<file path="config.mk">
export PLATFORM = sky130hd
export DESIGN_NAME = uart_rx_buffer
export DESIGN_NICKNAME = d
export VERILOG_FILES = /design/src/rtl/uart_rx_buffer.sv
export SDC_FILE = /design/constraint.sdc
export NUM_CORES = 1
export LEC_CHECK = 0
export CORE_MARGIN = 1
export CORE_UTILIZATION = 25
export DETAILED_ROUTE_END_ITERATION = 8
export PLACE_DENSITY_LB_ADDON = 0.12
export SLEW_MARGIN = 5
export SYNTH_ARGS = -nofsm -noshare
export SYNTH_HDL_FRONTEND = slang
export SYNTH_SLANG_ARGS = --single-unit
</file>
<file path="constraint.sdc">
create_clock -name clock -period 3 [get_ports clock]
set_input_delay 0.6 -clock clock [delete_from_list [all_inputs] [get_ports clock]]
set_output_delay 0.6 -clock clock [all_outputs]
set_load 0.02 [all_outputs]
</file>
<file path="src/rtl/uart_rx_buffer.sv">
// -----------------------------------------------------------------------------
// uart_rx_buffer
//
// Receive-side byte FIFO between the Bluetooth UART serial receiver and the
// processor datapath. The receiver strobes bytes in, and the control unit pops
// them one at a time with a UART input instruction. The popped byte is held on
// rd_data for the 8-to-16 immediate extender path. The block reports fill
// level and a sticky overrun flag. It can optionally raise a watermark
// interrupt.
//
// Optional feature macro: UART_RX_WATERMARK_IRQ_EN
//   defined   -> irq is a registered level, high while count >= WATERMARK
//   undefined -> irq is tied low and no comparator is built
//
// Parameters
//   DEPTH       number of byte entries (power of two, >= 2)
//   WATERMARK   fill level at which irq asserts (1..DEPTH)
//
// Ports
//   clock        in   system clock, rising edge
//   rst          in   asynchronous active-low reset
//   rx_valid     in   one-cycle strobe, rx_data holds a received byte
//   rx_data      in   received byte
//   rx_err       in   framing error on the current strobe (byte discarded)
//   rd_req       in   one-cycle pop request
//   flush        in   synchronous clear of contents and flags
//   clr_overrun  in   clears the sticky overrun flag
//   rd_data      out  last popped byte, held until the next successful pop
//   rd_valid     out  one-cycle strobe, rd_data updated this cycle
//   empty        out  count == 0
//   full         out  count == DEPTH
//   count        out  number of stored bytes
//   overrun      out  sticky, a byte was dropped because the FIFO was full
//   irq          out  watermark interrupt
// -----------------------------------------------------------------------------
module uart_rx_buffer #(
  parameter int DEPTH     = 16,
  parameter int WATERMARK = 8
) (
  input  logic                   clock,
  input  logic                   rst,
  input  logic                   rx_valid,
  input  logic [7:0]             rx_data,
  input  logic                   rx_err,
  input  logic                   rd_req,
  input  logic                   flush,
  input  logic                   clr_overrun,
  output logic [7:0]             rd_data,
  output logic                   rd_valid,
  output logic                   empty,
  output logic                   full,
  output logic [$clog2(DEPTH):0] count,
  output logic                   overrun,
  output logic                   irq
);

  localparam int AW = $clog2(DEPTH);
  localparam int CW = AW + 1;
  localparam logic [CW-1:0] DEPTH_C = CW'(DEPTH);

  // Reject unsupported parameter values at elaboration time.
  if (DEPTH < 2 || (DEPTH & (DEPTH - 1)) != 0) begin : g_bad_depth
    $error("uart_rx_buffer: DEPTH must be a power of two >= 2");
  end
  if (WATERMARK < 1 || WATERMARK > DEPTH) begin : g_bad_watermark
    $error("uart_rx_buffer: WATERMARK must lie in 1..DEPTH");
  end

  logic [7:0]    mem_r [DEPTH];
  logic [AW-1:0] wr_ptr_r;
  logic [AW-1:0] rd_ptr_r;
  logic [CW-1:0] count_r;
  logic          empty_r;
  logic          full_r;
  logic [7:0]    rd_data_r;
  logic          rd_valid_r;
  logic          overrun_r;

  logic          push_s;
  logic          pop_s;
  logic          drop_s;
  logic [CW-1:0] count_nxt_s;

  // Accept/drop decisions and next fill level.
  always_comb begin
    pop_s       = 1'b0;
    push_s      = 1'b0;
    drop_s      = 1'b0;
    count_nxt_s = count_r;

    pop_s  = rd_req && !empty_r;
    // A pop in the same cycle frees a slot, so a full FIFO can still accept.
    push_s = rx_valid && !rx_err && (!full_r || pop_s);
    drop_s = rx_valid && !rx_err && full_r && !pop_s;

    case ({push_s, pop_s})
      2'b10:   count_nxt_s = count_r + CW'(1);
      2'b01:   count_nxt_s = count_r - CW'(1);
      default: count_nxt_s = count_r;
    endcase
  end

  // Byte storage. The memory has no reset, and flush leaves its contents alone.
  always_ff @(posedge clock) begin
    if (push_s && !flush) begin
      mem_r[wr_ptr_r] <= rx_data;
    end
  end

  // Pointers, fill level, status flags and the registered read port.
  always_ff @(posedge clock or negedge rst) begin
    if (!rst) begin
      wr_ptr_r   <= {AW{1'b0}};
      rd_ptr_r   <= {AW{1'b0}};
      count_r    <= {CW{1'b0}};
      empty_r    <= 1'b1;
      full_r     <= 1'b0;
      rd_data_r  <= 8'h00;
      rd_valid_r <= 1'b0;
      overrun_r  <= 1'b0;
    end else if (flush) begin
      // rd_data is intentionally retained across a flush.
      wr_ptr_r   <= {AW{1'b0}};
      rd_ptr_r   <= {AW{1'b0}};
      count_r    <= {CW{1'b0}};
      empty_r    <= 1'b1;
      full_r     <= 1'b0;
      rd_valid_r <= 1'b0;
      overrun_r  <= 1'b0;
    end else begin
      count_r    <= count_nxt_s;
      empty_r    <= (count_nxt_s == {CW{1'b0}});
      full_r     <= (count_nxt_s == DEPTH_C);
      rd_valid_r <= pop_s;
      if (push_s) begin
        wr_ptr_r <= wr_ptr_r + AW'(1);
      end
      if (pop_s) begin
        // When full with a simultaneous push, wr_ptr == rd_ptr. This reads the
        // old (oldest) byte because the write lands at the same edge.
        rd_ptr_r  <= rd_ptr_r + AW'(1);
        rd_data_r <= mem_r[rd_ptr_r];
      end
      // A new overrun event wins over a same-cycle clear.
      if (drop_s) begin
        overrun_r <= 1'b1;
      end else if (clr_overrun) begin
        overrun_r <= 1'b0;
      end
    end
  end

  assign rd_data  = rd_data_r;
  assign rd_valid = rd_valid_r;
  assign empty    = empty_r;
  assign full     = full_r;
  assign count    = count_r;
  assign overrun  = overrun_r;

`ifdef UART_RX_WATERMARK_IRQ_EN
  localparam logic [CW-1:0] WATERMARK_C = CW'(WATERMARK);

  logic irq_r;

  // Watermark level, updated from the same next-count as the count register.
  always_ff @(posedge clock or negedge rst) begin
    if (!rst) begin
      irq_r <= 1'b0;
    end else if (flush) begin
      irq_r <= 1'b0;
    end else begin
      irq_r <= (count_nxt_s >= WATERMARK_C);
    end
  end

  assign irq = irq_r;
`else
  assign irq = 1'b0;
`endif

endmodule

</file>
==> results of run 1 <==
[through the flow]
stage / setup slack, ps / util, % / std cells
after global placement: -220 / 29.5 / 702
after detailed placement: -272 / 29.5 / 702
after floorplan: 123 / - / 320
after global routing: 39.3 / 31.9 / 734
after CTS: 160 / 31.9 / 734
final: 198 / 31.9 / 734
[final cells by class]
class,instances,area [um^2]
clock buffers,17,425
clock inverters,15,168
fillers,2382,16700
inverters,7,26.3
multi-input cells,145,1680
flip-flops and latches,153,4470
well taps,324,405
repair buffers,73,663
[flip-flops by register name, indices dropped and copies added (netlist names)]
register  cells
mem_r       128
wr_ptr_r      4
rd_valid      1
full          1
rd_data       8
count         5
overrun       1
rd_ptr_r      4
empty         1
[cell usage after synthesis, types with 2 or more instances]
cell type                  instances  area share [%]
sky130_fd_sc_hd__edfxtp_1        128              61
sky130_fd_sc_hd__nor2_1           26             1.5
sky130_fd_sc_hd__dfrtp_1          24             9.5
sky130_fd_sc_hd__mux4_1           21             8.8
sky130_fd_sc_hd__mux4_2           19             6.8
sky130_fd_sc_hd__nand2_1          13            0.77
sky130_fd_sc_hd__mux2_2            9             1.6
sky130_fd_sc_hd__ha_1              8             1.6
sky130_fd_sc_hd__inv_1             7            0.42
sky130_fd_sc_hd__a21oi_1           6            0.48
sky130_fd_sc_hd__xor2_1            6            0.83
sky130_fd_sc_hd__buf_4             5            0.60
sky130_fd_sc_hd__nor3_1            5            0.40
sky130_fd_sc_hd__nor2b_1           4            0.40
sky130_fd_sc_hd__xnor2_1           4            0.56
sky130_fd_sc_hd__buf_6             3            0.54
sky130_fd_sc_hd__buf_8             3            0.71
sky130_fd_sc_hd__nand2b_1          3            0.30
sky130_fd_sc_hd__buf_2             2            0.16
sky130_fd_sc_hd__clkbuf_1          2            0.12
sky130_fd_sc_hd__mux2i_1           2            0.32
sky130_fd_sc_hd__nand4_1           2            0.20
sky130_fd_sc_hd__o21ai_0           2            0.16
[report_power, final]
group          internal (mW)  switching [mW]
clock network           1.24           0.910
logic                  0.484           0.408
registers               2.40          0.0727
[repair_timing]
item | 4_1_cts | 5_1_grt
endpoints found under the setup margin | 0 | 1
gates resized for setup | 0 | 1
buffers inserted | 0 | 0
[final timing paths]
check | slack, ps | from | depth (start not counted) | end
min reg2reg | 510 | rd_data[1] | 1 | rd_data[1]
min | 510 | rd_data[1] | 1 | rd_data[1]
max reg2reg | 380 | empty | 10 | full
max in group asynchronous | 2140 | rst | 2 | empty
max | 200 | rx_valid | 12 | full
min in group asynchronous | 560 | rst | 2 | full
[kinds of logic after synthesis]
logic type	Yosys count	share of synthesized area (%)
DFF	153	70.9
adders and majority gates	8	1.59
other	1	0.0595
xor gates and xnor gates	10	1.39
buffers and inverters	22	2.54
muxes	51	17.5
and+or+nand+nor	59	4.37
AOI/OAI and AO/OA	16	1.65
[per-layer routing]
metal | GRT usage, % | part of all wire, %
met5 | 0 | 0
met4 | 3.86 | 1.3
met3 | 3.00 | 2.6
met2 | 18.3 | 48
met1 | 16.0 | 49
==> impl_summary.log, run 1 <==
INFO  metric run_status = completed
INFO  metric cp_slowest_stage_delay = around 450 ps
INFO  metric cp-start-kind = primary input
INFO  metric half_perimeter_wire_length_after_detailed_placement = a little over 9 mm
INFO  metric io_pins = 33
INFO  metric detail_route.first_pass.iterations = 4
INFO  metric total_power = approximately 5.5 mW
INFO  metric insertion_delay = between 400 and 500 ps
INFO  metric detail_routed_net_length_per_standard_cell = roughly 19 um
INFO  metric hold_class = flip-flop to flip-flop
INFO  metric tritoncts = yes
INFO  metric final_cycle_utilization_of_the_critical_path = 93.4%
INFO  metric max_slew_margin = 46.8%
INFO  metric drt-total-wl = 14.1 mm
INFO  metric netlist-cell-type-count = 39
INFO  metric floorplan.die_area = 25,800 um^2
INFO  metric asyncSetResetFlopFracSynth = ~16%
INFO  metric width_of_the_die = between 150 and 200 um
INFO  metric synth.cell_area = ~6300 um^2
INFO  metric htree_levels = 4
INFO  metric synth_flop_cell = sky130_fd_sc_hd__edfxtp_1
INFO  metric p_per_area = 703 nW/um^2
INFO  metric design.core.area = ~25,000 um^2
INFO  metric vias = roughly 3,200
INFO  metric detail_route.iter0.violations = between 200 and 250
INFO  metric syn_nets = roughly 340
INFO  metric grt.total_usage = between 10% and 20%
INFO  metric first_global_vias = around 3,200
INFO  metric max-vdd-ir-drop = between 0.0003 and 0.0004 V
INFO  metric required = approximately 3300 ps
INFO  metric rsz0062_at_grt = false
INFO  metric worst-slew-pin-transition = ~800 ps
INFO  metric antennaDiodeCount = 0
INFO  metric hold_fails_final_rpt = 0
INFO  metric maximum_number_of_pins_on_one_net_before_global_route_repair = 36
INFO  metric crit_path_top_delay_cell = sky130_fd_sc_hd__clkdlybuf4s50_1
INFO  metric fin_crit = about 2800 ps
INFO  metric critical_path_type = primary input to flip-flop
INFO  metric cts_hold_buffers = 0
INFO  metric critPathBufInv = 2
INFO  metric timing.clock.skew = roughly 11 ps
INFO  metric yosys_warnings = 0
INFO  metric critical_path_maximum_fanout = 3
INFO  metric clkTransAtPathRegs = around 70 ps
INFO  metric setup.worst_path.end_class = flip-flop
INFO  metric start_util = about 26%
INFO  metric route.detailed.drc = 0
INFO  metric sequential_element_share_of_the_synthesized_area = between 70% and 80%
INFO  metric root_buffer_cell = sky130_fd_sc_hd__clkbuf_16
INFO  metric die_h = between 150 and 200 um
INFO  metric num-nets-final = 420
INFO  metric antenna_found_initial = 0
INFO  metric cts.path.max_buffers = 2
INFO  metric worst_ep_arrival_time = between 3000 and 4000 ps
INFO  metric setup-violations-final = 0
INFO  metric maxCapViolCount = 0
INFO  metric area_post_placement = ~7200 um^2
INFO  metric report.final.slew_viol_count = 0
INFO  metric tns = 0 ps
INFO  metric finalWeightedCongestion = approximately 0.7
INFO  metric post_synth_edffs = between 100 and 150
INFO  metric mostFrequentLayoutCells = sky130_fd_sc_hd__edfxtp_1, sky130_fd_sc_hd__buf_4, sky130_fd_sc_hd__clkdlybuf4s50_1, sky130_fd_sc_hd__nor2_1, sky130_fd_sc_hd__dfrtp_1
INFO  metric layout.cell_area.non_filler = 7840 um^2
INFO  metric fin_hold_ws = 505 ps
INFO  metric netlist_instances = 320
INFO  metric placementRows = 57
INFO  metric final_common_cell = sky130_fd_sc_hd__edfxtp_1
INFO  metric tritoncts.num_buffers = 17
INFO  metric clock_sinks = between 150 and 200
INFO  metric overflow_left_after_global_routing = 0
INFO  metric maxClockFrequency = roughly 0.36 GHz
INFO  metric synth_seq_cells = 153
INFO  metric critical_path.top_delay_family = simple AND/OR/NAND/NOR gates
INFO  metric grt_first_pass_wirelength = approximately 21 mm
INFO  metric path_cells = clkdlybuf4s50_1 > nor2b_1 > a21boi_2 > inv_1 > ha_1 > xor2_1 > ha_1 > mux2_2 > o21ai_0 > nand3_1 > xor2_1 > nor4bb_1
INFO  metric power_leakage = 2.65 nW
INFO  metric synth_area_per_cell = around 20 um^2
INFO  metric postRouteAntennaNets = 0
INFO  metric buffer_ports.inserted = 31
INFO  metric drive_above_1_share = a little over a quarter
INFO  metric routed_via_density = 4.31
INFO  metric area_growth_from_synthesis_to_layout = 24.3%
Note: power is estimated with default switching activity, not from simulation.
==> run 2, diff against run 1 <==
RECOVER_POWER = 50   (was default)
==> run 2 against run 1 <==
Effect of this change:
- the flow now finishes with violations (max-capacitance violations, max-slew violations)
- core utilization about the same
- cell count did not move
- wire length shrank 0.14%
- non-clock buffer count is the same
- total power is 0.16% lower
- die area unchanged
- worst hold slack is essentially flat
- register-to-register slack got worse by 120 ps
- design area down 0.14%
- worst setup slack got worse by 1.1 ps
- critical endpoint unchanged
- largest cell class unchanged
==> impl_summary.log, run 2 (same netlist as run 1, synthesis figures left out) <==
INFO  metric crit_path_top_delay_cell = sky130_fd_sc_hd__clkdlybuf4s50_1 (unchanged)
INFO  metric drt-total-wl = 14.1 mm (about the same)
INFO  metric critPathBufInv = 2 (unchanged)
INFO  metric placementRows = 57 (unchanged)
INFO  metric detail_route.iter0.violations = 258 (was 242)
INFO  metric worst-slew-pin-transition = 1540 ps (was 798 ps)
INFO  metric globalRouteMet3Util = 3.00% (unchanged)
INFO  metric tns = 0 ps (unchanged)
INFO  metric floorplan.die_area = 25,800 um^2 (unchanged)
INFO  metric critical_path_maximum_fanout = 3 (unchanged)
INFO  metric cp-start-kind = primary input (unchanged)
INFO  metric antennaDiodeCount = 0 (unchanged)
INFO  metric crit_start = rx_valid (unchanged)
INFO  metric maxClockFrequency = 0.357 GHz (about the same)
INFO  metric final_common_cell = sky130_fd_sc_hd__edfxtp_1 (unchanged)
INFO  metric run_status = complete, but fails checks (was completed)
INFO  metric groute.layer.met1.usage = 16.0% (unchanged)
INFO  metric grt_first_pass_wirelength = 21.3 mm (unchanged)
INFO  metric post_layout_util = 31.9% (about the same)
INFO  metric vias = 3,182 (was 3,162)
INFO  metric antenna_found_initial = 0 (unchanged)
INFO  metric design.core.area = 24,500 um^2 (unchanged)
INFO  metric detail_route.first_pass.iterations = 4 (unchanged)
INFO  metric regToRegStartpoint = empty (unchanged)
INFO  metric overflow_left_after_global_routing = 0 (unchanged)
INFO  metric hold_class = flip-flop to flip-flop (unchanged)
INFO  metric tritoncts = yes (unchanged)
INFO  metric setup-violations-final = 0 (unchanged)
INFO  metric power_leakage = 2.64 nW (was 2.65 nW)
INFO  metric width_of_the_die = 161 um (unchanged)
INFO  metric mostFrequentLayoutCells = sky130_fd_sc_hd__edfxtp_1, sky130_fd_sc_hd__buf_4, sky130_fd_sc_hd__nor2_1, sky130_fd_sc_hd__dfrtp_1 (was sky130_fd_sc_hd__edfxtp_1, sky130_fd_sc_hd__buf_4, sky130_fd_sc_hd__clkdlybuf4s50_1, sky130_fd_sc_hd__nor2_1, sky130_fd_sc_hd__dfrtp_1)
INFO  metric grt.total_usage = 11.8% (unchanged)
INFO  metric reg2reg_slack = 260 ps (was 380 ps)
INFO  metric grt.busiest_layer = met2 (unchanged)
INFO  metric required = 3320 ps (about the same)
INFO  metric start_util = 25.7% (unchanged)
INFO  metric worst_ep_arrival_time = 3120 ps (about the same)
INFO  metric route.detailed.drc = 0 (unchanged)
INFO  metric fin_crit = 2800 ps (about the same)
INFO  metric half_perimeter_wire_length_after_detailed_placement = 9.33 mm (unchanged)
INFO  metric postRouteAntennaNets = 0 (unchanged)
INFO  metric final_cycle_utilization_of_the_critical_path = 93.4% (about the same)
INFO  metric root_buffer_cell = sky130_fd_sc_hd__clkbuf_16 (unchanged)
INFO  metric hold_fails_final_rpt = 0 (unchanged)
INFO  metric timing.hold.worst.start = rd_data[1] (unchanged)
INFO  metric insertion_delay = 420 ps (about the same)
INFO  metric die_h = 161 um (unchanged)
INFO  metric critical_path_type = primary input to flip-flop (unchanged)
INFO  metric num-nets-final = 420 (unchanged)
INFO  metric critical_path.top_delay_family = simple AND/OR/NAND/NOR gates (unchanged)
INFO  metric cp_slowest_stage_delay = 450 ps (about the same)
INFO  metric clock_sinks = 153 (unchanged)
INFO  metric path_cells = clkdlybuf4s50_1 > nor2b_1 > a21boi_2 > inv_1 > ha_1 > xor2_1 > ha_1 > mux2_2 > o21ai_0 > nand3_1 > xor2_1 > nor4bb_1 (unchanged)
INFO  metric htree_levels = 4 (unchanged)
INFO  metric max_slew_margin = -2.95% (was 46.8%)
INFO  metric buffer_ports.inserted = 31 (unchanged)
INFO  metric violations = max-capacitance violations, max-slew violations
INFO  metric maxCapViolCount = 1 (was 0)
INFO  metric tritoncts.num_buffers = 17 (unchanged)
INFO  metric maximum_number_of_pins_on_one_net_before_global_route_repair = 36 (unchanged)
INFO  metric clkTransAtPathRegs = 70 ps (about the same)
INFO  metric io_pins = 33 (unchanged)
INFO  metric timing.clock.skew = 11.5 ps (about the same)
INFO  metric rsz0062_at_grt = false (unchanged)
INFO  metric cts.path.max_buffers = 2 (unchanged)
INFO  metric setup.worst_path.end_class = flip-flop (unchanged)
INFO  metric regMostFlops = mem_r (unchanged)
INFO  metric detail_routed_net_length_per_standard_cell = 19.1 um (was 19.2 um)
INFO  metric max-vdd-ir-drop = 0.000336 V (was 0.000334 V)
INFO  metric finalWeightedCongestion = 0.708 (unchanged)
INFO  metric drive_above_1_share = 25.4% (was 26.1%)
INFO  metric area_growth_from_synthesis_to_layout = 24.1% (was 24.3%)
INFO  metric p_per_area = 703 nW/um^2 (about the same)
INFO  metric cts_hold_buffers = 0 (unchanged)
INFO  metric grtUsageMet2 = 18.3% (unchanged)
INFO  metric routed_via_density = 4.34 (was 4.31)
INFO  metric first_global_vias = 3,179 (unchanged)
INFO  metric number_of_flip_flops_under_the_largest_register_name = 128 (unchanged)
INFO  metric report.final.slew_viol_count = 26 (was 0)
[run 2: cell count changes in the layout (fill, tap and decap cells not counted), sizes merged]
cell / previous run / this run
dlygate4sd3: 0 / 10
buf: 42 / 39
clkdlybuf4s50: 31 / 21
clkbuf: 17 / 20
[run 2: final timing paths]
path,end,cells past startpoint
max reg2reg,full,10
min,rd_data[1],1
max in group asynchronous,rd_ptr_r[0],2
min in group asynchronous,full,2
min reg2reg,rd_data[1],1
max,full,12
[run 2: layout make-up]
class,count,area [um^2]
flip-flops and latches,153,4470
inverters,7,26.3
multi-input cells,145,1680
clock buffers,17,425
well taps,324,405
fillers,2386,16700
clock inverters,15,168
repair buffers,73,652
[run 2: stage by stage]
| step | total power, mW | worst slack, ps | std cells | hold WS [ps] | instance area (um^2) |
|---|---|---|---|---|---|
| finish | 5.50 | 197 | 734 | 506 | 7820 |
| global placement | 3.43 | -220 | 702 | 493 | 7240 |
| floorplan | 3.04 | 123 | 320 | 304 | 6300 |
| global route | 5.74 | 37.2 | 734 | 520 | 7820 |
| detailed placement | 3.43 | -272 | 702 | 497 | 7240 |
| CTS | 5.60 | 160 | 734 | 512 | 7830 |
[run 2: layer usage]
metal	up-vias	part of all wire, %
met5	-	0
met4	0	1.3
met3	11	2.6
met2	57	48
met1	1680	48
li1	1434	-
[run 2: power breakdown]
group / switching [mW] / internal, mW
Clock: 0.909 / 1.24
Combinational: 0.407 / 0.477
Sequential: 0.0720 / 2.40
[run 2: repair_timing]
| action | 4_1_cts | 5_1_grt |
|---|---|---|
| resized for setup | 0 | 1 |
| setup endpoints to repair | 0 | 1 |
| setup buffers | 0 | 0 |
[run 2: worst register-to-register path, cell delays in order, from the launching register on]
cell                       delay [ps]
sky130_fd_sc_hd__dfstp_2          540
sky130_fd_sc_hd__nand2b_2         130
sky130_fd_sc_hd__clkbuf_1         210
sky130_fd_sc_hd__inv_1             90
sky130_fd_sc_hd__buf_4            160
sky130_fd_sc_hd__ha_1             210
sky130_fd_sc_hd__a211o_1          270
sky130_fd_sc_hd__a211oi_1         400
sky130_fd_sc_hd__a21oi_1          130
sky130_fd_sc_hd__o22ai_1          190
sky130_fd_sc_hd__nor4bb_1         310
==> run 3, diff against run 2 <==
--- a/config.mk
+++ b/config.mk
@@ -9,2 +9,3 @@
 export CORE_UTILIZATION = 25
+export CTS_BUF_LIST = sky130_fd_sc_hd__clkbuf_4 sky130_fd_sc_hd__clkbuf_8
 export DETAILED_ROUTE_END_ITERATION = 8
==> constraint.sdc (replaced) <==
create_clock -name clock -period 3 [get_ports clock]
set_input_delay 0.45 -clock clock [delete_from_list [all_inputs] [get_ports clock]]
set_output_delay 0.45 -clock clock [all_outputs]
set_load 0.02 [all_outputs]
==> run 3 against run 2 <==
Effect of this change:
- the flow now finishes without violations
- sequential cell count is the same
- non-clock buffer count shrank 4
- count of clock-buffer cells in the layout is the same
- first-iteration DRC count shrank 33%
- clock skew grew 2.7 ps
- sequential share of layout area grew 1.9 points
- largest cell class unchanged
==> impl_summary.log, run 3 (same netlist as run 1, synthesis figures left out) <==
INFO  metric setup-violations-final = 0 (unchanged)
INFO  metric maxCapViolCount = 0 (was 1)
INFO  metric io_pins = 33 (unchanged)
INFO  metric layout.cell_area.non_filler = 7570 um^2 (was 7820 um^2)
INFO  metric antenna_found_initial = 0 (unchanged)
INFO  metric total_power = 4.82 mW (was 5.50 mW)
INFO  metric run_status = completed (was complete, but fails checks)
INFO  metric final_common_cell = sky130_fd_sc_hd__edfxtp_1 (unchanged)
INFO  metric tritoncts.num_buffers = 17 (unchanged)
INFO  metric root_buffer_cell = sky130_fd_sc_hd__clkbuf_8 (was sky130_fd_sc_hd__clkbuf_16)
INFO  metric detail_route.first_pass.iterations = 4 (unchanged)
INFO  metric cts.path.max_buffers = 2 (unchanged)
INFO  metric drive_above_1_share = 24.1% (was 25.4%)
INFO  metric power_leakage = 2.51 nW (was 2.64 nW)
INFO  metric clkTransAtPathRegs = 90 ps (was 70 ps)
INFO  metric cp-start-kind = flip-flop (was primary input)
INFO  metric detail_route.iter0.violations = 173 (was 258)
INFO  metric critPathBufInv = 2 (unchanged)
INFO  metric antennaDiodeCount = 0 (unchanged)
INFO  metric tns = 0 ps (unchanged)
INFO  metric rsz0062_at_grt = false (unchanged)
INFO  metric critical_path_maximum_fanout = 4 (was 3)
INFO  metric instances_no_fill = 730 (was 734)
INFO  metric p_per_area = 637 nW/um^2 (was 703 nW/um^2)
INFO  metric postLayoutSetupSlackWorst = 300 ps (was 197 ps)
INFO  metric width_of_the_die = 161 um (unchanged)
INFO  metric report.final.slew_viol_count = 0 (was 26)
INFO  metric critical_path_type = flip-flop to flip-flop (was primary input to flip-flop)
INFO  metric timing.clock.skew = 14.2 ps (was 11.5 ps)
INFO  metric fin_crit = 2700 ps (was 2800 ps)
INFO  metric hold_class = flip-flop to flip-flop (unchanged)
INFO  metric insertion_delay = 450 ps (was 420 ps)
INFO  metric start_util = 25.7% (unchanged)
INFO  metric first_global_vias = 3,222 (was 3,179)
INFO  metric design.core.area = 24,500 um^2 (unchanged)
INFO  metric post_cts_resize_count = 0 (unchanged)
INFO  metric finalWeightedCongestion = 0.709 (was 0.708)
INFO  metric tritoncts = yes (unchanged)
INFO  metric setup.worst_path.end_class = flip-flop (unchanged)
INFO  metric placementRows = 57 (unchanged)
INFO  metric regMostFlops = mem_r (unchanged)
INFO  metric cell_internal_pwr = 3.52 mW (was 4.12 mW)
INFO  metric max-vdd-ir-drop = 0.000290 V (was 0.000336 V)
INFO  metric power_frac_comb = 17.9% (was 16.1%)
INFO  metric drt-total-wl = 13.9 mm (was 14.1 mm)
INFO  metric buffer_ports.inserted = 31 (unchanged)
INFO  metric num-nets-final = 416 (was 420)
INFO  metric max_slew_margin = 43.1% (was -2.95%)
INFO  metric netSwitchingPower = 1.30 mW (was 1.39 mW)
INFO  metric maxClockFrequency = 0.370 GHz (was 0.357 GHz)
INFO  metric cts_hold_buffers = 0 (unchanged)
INFO  metric clock_sinks = 153 (unchanged)
INFO  metric dp_worst_setup_slack = -176 ps (was -272 ps)
INFO  metric path_cells = nand2b_2 > clkbuf_1 > inv_1 > ha_1 > xor2_1 > ha_1 > mux2_2 > o21ai_0 > nand3_1 > xor2_1 > nor4bb_1 (was clkdlybuf4s50_1 > nor2b_1 > a21boi_2 > inv_1 > ha_1 > xor2_1 > ha_1 > mux2_2 > o21ai_0 > nand3_1 > xor2_1 > nor4bb_1)
INFO  metric worst_ep_arrival_time = 3050 ps (was 3120 ps)
INFO  metric grt.total_usage = 11.5% (was 11.8%)
INFO  metric floorplan.die_area = 25,800 um^2 (unchanged)
INFO  metric final_cycle_utilization_of_the_critical_path = 90.0% (was 93.4%)
INFO  metric die_h = 161 um (unchanged)
INFO  metric detail_routed_net_length_per_standard_cell = 19.0 um (was 19.1 um)
INFO  metric critical_path.top_delay_family = flip-flops (was simple AND/OR/NAND/NOR gates)
INFO  metric htree_levels = 4 (unchanged)
INFO  metric crit_path_top_delay_cell = sky130_fd_sc_hd__dfstp_2 (was sky130_fd_sc_hd__clkdlybuf4s50_1)
INFO  metric number_of_flip_flops_under_the_largest_register_name = 128 (unchanged)
INFO  metric cts_setup_buffers = 0 (unchanged)
INFO  metric area_post_placement = 7210 um^2 (was 7240 um^2)
INFO  metric grt_first_pass_wirelength = 21.0 mm (was 21.3 mm)
INFO  metric overflow_left_after_global_routing = 0 (unchanged)
INFO  metric seqPwrFrac = 51.2% (was 44.8%)
INFO  metric worst-slew-pin-transition = 850 ps (was 1540 ps)
INFO  metric vias = 3,111 (was 3,182)
INFO  metric half_perimeter_wire_length_after_detailed_placement = 9.28 mm (was 9.33 mm)
INFO  metric postRouteAntennaNets = 0 (unchanged)
INFO  metric hold_fails_final_rpt = 0 (unchanged)
INFO  metric routed_via_density = 4.26 (was 4.34)
INFO  metric route.detailed.drc = 0 (unchanged)
INFO  metric power.switching_fraction = 27.0% (was 25.2%)
INFO  metric required = 3350 ps (was 3320 ps)
INFO  metric mostFrequentLayoutCells = sky130_fd_sc_hd__edfxtp_1, sky130_fd_sc_hd__buf_4, sky130_fd_sc_hd__nor2_1, sky130_fd_sc_hd__dfrtp_1, sky130_fd_sc_hd__clkdlybuf4s50_1 (was sky130_fd_sc_hd__edfxtp_1, sky130_fd_sc_hd__buf_4, sky130_fd_sc_hd__nor2_1, sky130_fd_sc_hd__dfrtp_1)
INFO  metric area_growth_from_synthesis_to_layout = 20.1% (was 24.1%)
INFO  metric proportion_of_power_drawn_by_the_clock_network = 30.9% (was 39.1%)
INFO  metric place.detailed.instances = 698 (was 702)
INFO  metric maximum_number_of_pins_on_one_net_before_global_route_repair = 35 (was 36)
INFO  metric cp_slowest_stage_delay = 540 ps (was 450 ps)
## run 3: cell types whose count changed in the layout (fill, tap and decap cells not counted), sizes merged
cell,before,now
clkbuf,20,21
clkdlybuf4s50,21,22
clkinv,0,3
inv,13,11
dlygate4sd3,10,9
buf,39,34
bufinv,2,1
## run 3: final cells by class
| cell class | instances | area (um^2) |
|---|---|---|
| flip-flops and latches | 153 | 4470 |
| well taps | 324 | 405 |
| inverters | 7 | 26.3 |
| clock buffers | 17 | 234 |
| repair buffers | 69 | 618 |
| fillers | 2418 | 17000 |
| multi-input cells | 145 | 1670 |
| clock inverters | 15 | 144 |
## run 3: worst register-to-register path: stages (launching register included)
cell                       delay (ps)
sky130_fd_sc_hd__dfstp_2          540
sky130_fd_sc_hd__nand2b_2         110
sky130_fd_sc_hd__clkbuf_1         190
sky130_fd_sc_hd__inv_1             90
sky130_fd_sc_hd__ha_1             230
sky130_fd_sc_hd__xor2_1           170
sky130_fd_sc_hd__ha_1             220
sky130_fd_sc_hd__mux2_2           340
sky130_fd_sc_hd__o21ai_0          150
sky130_fd_sc_hd__nand3_1          120
sky130_fd_sc_hd__xor2_1           180
sky130_fd_sc_hd__nor4bb_1         270
## run 3: final timing paths
kind / from / cells after the start / slack [ps] / endpoint
setup / recovery: empty / 11 / 300 / full
hold / removal: rd_data[5] / 1 / 510 / rd_data[5]
setup reg to reg: empty / 11 / 300 / full
hold reg to reg: rd_data[5] / 1 / 510 / rd_data[5]
max in group asynchronous: rst / 2 / 1480 / rd_valid
min in group asynchronous: rst / 1 / 550 / full
## run 3: through the flow
| stage | hold WS [ps] | util, % |
|---|---|---|
| after floorplan | 154 | - |
| after detailed placement | 501 | 29.4 |
| after global placement | 492 | 29.4 |
| final | 514 | 30.9 |
| after CTS | 485 | 30.9 |
| after global routing | 542 | 30.9 |
## run 3: routing by layer
| metal | track usage, % | vias to the layer above | wire, um |
|---|---|---|---|
| met5 | 0 | - | 0 |
| met4 | 3.47 | 0 | 116 |
| met3 | 3.10 | 9 | 380 |
| met2 | 18.1 | 40 | 6700 |
| met1 | 15.3 | 1629 | 6710 |
| li1 | - | 1433 | - |
## run 3: power by group through the flow
stage | Clock, mW | Combinational (mW) | Sequential [mW]
final | 1.49 | 0.863 | 2.47
after global routing | 1.65 | 0.937 | 2.48
after CTS | 1.55 | 0.894 | 2.47
after detailed placement | 0 | 0.890 | 2.52
after global placement | 0 | 0.892 | 2.52
after floorplan | 0 | 0.457 | 2.58
